--- src/rtl/wdg_timer.sv ---
// Watchdog timebase: prescaler divides clk into ticks, the main counter counts
// ticks down from the shadowed timeout and emits a one-cycle count0 on expiry.
module wdg_timer #(
    parameter int CNT_W = 32,
    parameter int PRE_W = 16
) (
    input  logic             clk,
    input  logic             res,
    input  logic             en,
    input  logic             do_cnt,
    input  logic             clr,
    input  logic [CNT_W-1:0] tov,
    input  logic [PRE_W-1:0] pre,
    output logic             count0,
    output logic [CNT_W-1:0] cnt,
    output logic             running
);

    typedef enum logic {ST_STOP, ST_RUN} state_t;

    state_t           state_q, state_d;
    logic [CNT_W-1:0] cnt_q, cnt_d;
    logic [PRE_W-1:0] pre_cnt_q, pre_cnt_d;
    logic [CNT_W-1:0] tov_sh_q, tov_sh_d;
    logic [PRE_W-1:0] pre_sh_q, pre_sh_d;
    logic             count0_q, count0_d;
    logic             load;
    logic             tick;

    // Any of these holds the counter parked at the programmed values.
    assign load = clr | ~en | ~do_cnt;
    assign tick = (pre_cnt_q == '0);

    always_ff @(posedge clk) begin
        if (res) begin
            state_q   <= ST_STOP;
            cnt_q     <= '0;
            pre_cnt_q <= '0;
            tov_sh_q  <= '0;
            pre_sh_q  <= '0;
            count0_q  <= 1'b0;
        end else begin
            state_q   <= state_d;
            cnt_q     <= cnt_d;
            pre_cnt_q <= pre_cnt_d;
            tov_sh_q  <= tov_sh_d;
            pre_sh_q  <= pre_sh_d;
            count0_q  <= count0_d;
        end
    end

    always_comb begin
        state_d   = state_q;
        cnt_d     = cnt_q;
        pre_cnt_d = pre_cnt_q;
        tov_sh_d  = tov_sh_q;
        pre_sh_d  = pre_sh_q;
        count0_d  = 1'b0;
        if (load) begin
            // Load beats a coincident expiry, so a re-arm never leaks a count0.
            state_d   = ST_STOP;
            cnt_d     = tov;
            pre_cnt_d = pre;
            tov_sh_d  = tov;
            pre_sh_d  = pre;
        end else begin
            state_d = ST_RUN;
            if (tick) begin
                pre_cnt_d = pre_sh_q;
                if (cnt_q != '0) begin
                    cnt_d = cnt_q - CNT_W'(1);
                end else begin
                    // Self-reload gives the second stage a full period.
                    cnt_d    = tov_sh_q;
                    count0_d = 1'b1;
                end
            end else begin
                pre_cnt_d = pre_cnt_q - PRE_W'(1);
            end
        end
    end

    assign count0  = count0_q;
    assign cnt     = cnt_q;
    assign running = (state_q == ST_RUN);

endmodule

--- config.mk ---
export PLATFORM = sky130hd
export DESIGN_NAME = wdg_timer
export DESIGN_NICKNAME = d
export VERILOG_FILES = /design/src/rtl/wdg_timer.sv
export SDC_FILE = /design/constraint.sdc
export NUM_CORES = 1
export LEC_CHECK = 0
export CAP_MARGIN = 15
export CORE_MARGIN = 4
export CORE_UTILIZATION = 31
export CTS_BUF_LIST = sky130_fd_sc_hd__clkbuf_4 sky130_fd_sc_hd__clkbuf_8
export DETAILED_ROUTE_END_ITERATION = 16
export SYNTH_ARGS = -nofsm -noshare
export SYNTH_HDL_FRONTEND = slang
export SYNTH_SLANG_ARGS = --single-unit
--- constraint.sdc ---
create_clock -name clk -period 2.7 [get_ports clk]
set_clock_uncertainty 0.2 [all_clocks]
set_input_delay 0.54 -clock clk [delete_from_list [all_inputs] [get_ports clk]]
set_output_delay 0.54 -clock clk [all_outputs]
set_load 0.005 [all_outputs]
==> qor.csv <==
metric,value,unit
Achievable Freq,384,MHz
post-route cell area,6400,sq um
Initial Util,31.6,%
status,"finished, final reports clean",
total track usage,17.4,%
synthesized area,4810,sq um
clk root buf,clkbuf_8,
"top cells by area, synth","dfxtp_1, nand2_1, a21oi_1",
register area share after synthesis,40.8,%
Port-buffer cells,86,
final wirelength,15500,microns
H-tree Lvls,3,
Critical Path RT,2.74,ns
most numerous cell in the Yosys netlist,nand2_1,
CP Capture Type,register,
area grow syn2layout,33.0,%
Placed Cells,889,
# clock sinks,98,
vias in the first global route,4994,
max cap viols,0,
reg-to-reg endpoint,cnt[18],
post-route setup slack,0.0986,ns
"slowest stage delay, CP",0.53,ns
proportion of netlist area held by the largest area contributor,40.8,%
first-pass GRT wire length,25000,microns
largest net degree at the start of global routing,68,
CP Class,reg -> reg,
DR vias/cell,5.49,
Power Dens Cells,494,nW/um^2
antenna-violating nets left,0,
setup violators final,0,
Die Y,133,microns
global placer's final weighted congestion,0.850,
Layout Nets,769,
Worst Path Max Fanout,6,
Worst-path clk slew,0.10,ns
"Hold-fix buffers, CTS",0,
IO Count,87,
number of synthesized flops with an enable pin,0,
GRT overflow,0,
Slew Limit Fails,0,
1st-iter DRT viols,409,
die area,17600,sq um
Fin. Hold Viols,0,
final hold slack,0.254,ns
CP most frequent cell,or4_4,
Avg Inst Size Synth,8.02,sq um
reg2reg start,cnt[27],
main flop type after synthesis,dfxtp_1,
r2r setup slk,0.1,ns
Leak Pwr,2.48,nW
drt first pass iters,5,
minimum clock period,2.60,ns
"FF+latch count, synth",98,
setup_tns,0,ns
post-detail-place hpwl,11200,microns
CORE AREA,15200,sq um
commonest cells in the synthesized netlist,"nand2_1, dfxtp_1, a21oi_1",
maximum vdd ir drop,234,uV
Yosys cell types,58,
Synth Warn #,0,
vias,4954,
"area leader, netlist",dfxtp_1,
HP Start,tov_sh_q[0],
Worst slew margin,48.4,%
power consumption,3.16,mW
worst hold stages,2,
RSZ-0062 raised after global routing,false,
worst min path class,reg -> reg,
Synthesized Nets,657,
Post-Place Cell Area,6190,sq um
hold worst-path end,tov_sh_q[0],
Place WS,-0.0849,ns
cell count after synthesis,600,
"Cell Count, Final, Fillers Out",903,
Final Cycle Share,96.3,%
DR WL/cell,17.1,microns
asr flop ratio synth,0,%
layout cells sized above 1,11.6,%
worst slew pin tran,0.774,ns
Post-route DRC,0,
clk_lat worst skew,0.38,ns
clk buf depth,2,
Site Rows,45,
critical path cell sequence,or4_4 > or4_4 > or4_4 > buf_6 > buf_4 > o21ai_1 > o22ai_1,
Die Span X,133,microns
CTS tree,done,
critical path's slowest cell,or4_4,
startpoint types,register,
"Core Util, Final",42.1,%
initial antenna violation count,0,
R2R cell count,7,
CTS buffer count,9,
WP data arrival,2.64,ns
ANT cells,0,
[kinds of logic (layout without fill, tap and decap cells)]
kind of cell	after synthesis	in the layout	share of synthesized area, %
AOI/OAI and AO/OA	188	188	25.1
xor gates and xnor gates	19	19	3.46
adders and majority gates	4	4	1.04
buffers and inverters	48	163	3.98
DFF	98	98	40.8
muxes	10	10	2.08
and+or+nand+nor	233	233	23.6
[metal layers]
metal	up-vias	global-route usage (%)	routed length [microns]
met3	19	3.27	726
met2	143	30.0	7730
met5	-	0	0
met4	0	6.35	279
li1	2421	-	-
met1	2371	21.5	6720
[sequential cells by signal (all words and copies together), names as in the netlist]
name / cells
tov_sh_q: 32
count0: 1
running: 1
cnt: 32
pre_cnt_q: 16
pre_sh_q: 16
[worst max-delay path: cells and delay by family (launching register included)]
kind / cells / cell delay, ns
and+or+nand+nor: 3 / 1.43
AOI/OAI and AO/OA: 2 / 0.20
DFF: 1 / 0.33
buffers and inverters: 2 / 0.29
[repair_timing]
item / in CTS / in global routing
setup endpoints to repair: 7 / 6
setup buffers: 0 / 0
hold endpoints to repair: 0 / 0
pin swaps: 1 / 0
resized for setup: 5 / 3
[worst max path at each step]
| stage | cells after the start | to | startpoint |
|---|---|---|---|
| 6_report | 7 | cnt[18] | cnt[27] |
| 5_1_grt | 7 | pre_cnt_q[8] | pre_cnt_q[2] |
| 4_1_cts | 6 | cnt[26] | cnt[27] |
| 3_5_place_dp | 6 | pre_cnt_q[13] | clr |
| 3_3_place_gp | 6 | cnt[1] | cnt[27] |
| 2_1_floorplan | 7 | cnt[14] | cnt[25] |
[cell usage in the layout, fill, tap and decap left out, drive strengths merged, types with 8 or more instances in the layout]
master	n
inv	10
a21boi	8
nor4	18
nor3	32
o21ai	40
clkbuf	14
a22oi	20
nand3	8
xnor2	10
buf	54
or4	10
mux2i	10
clkdlybuf4s50	85
xor2	9
o21a	8
dfxtp	98
nand2	111
a21oi	58
o22ai	9
nor2	23
[final cells by class]
cell class                 count  area, sq um
clock buffer                  14          168
fill                        1549         8800
inverter                      10         37.5
multi-input combinational    454         2690
sequential                    98         1960
tap                          188          235
timing repair buffer         139         1310
[power breakdown]
group	switching, mW	internal (mW)
Sequential	0.0795	1.54
Clock	0.492	0.393
Combinational	0.327	0.328
(Power assumes the default switching activity.)
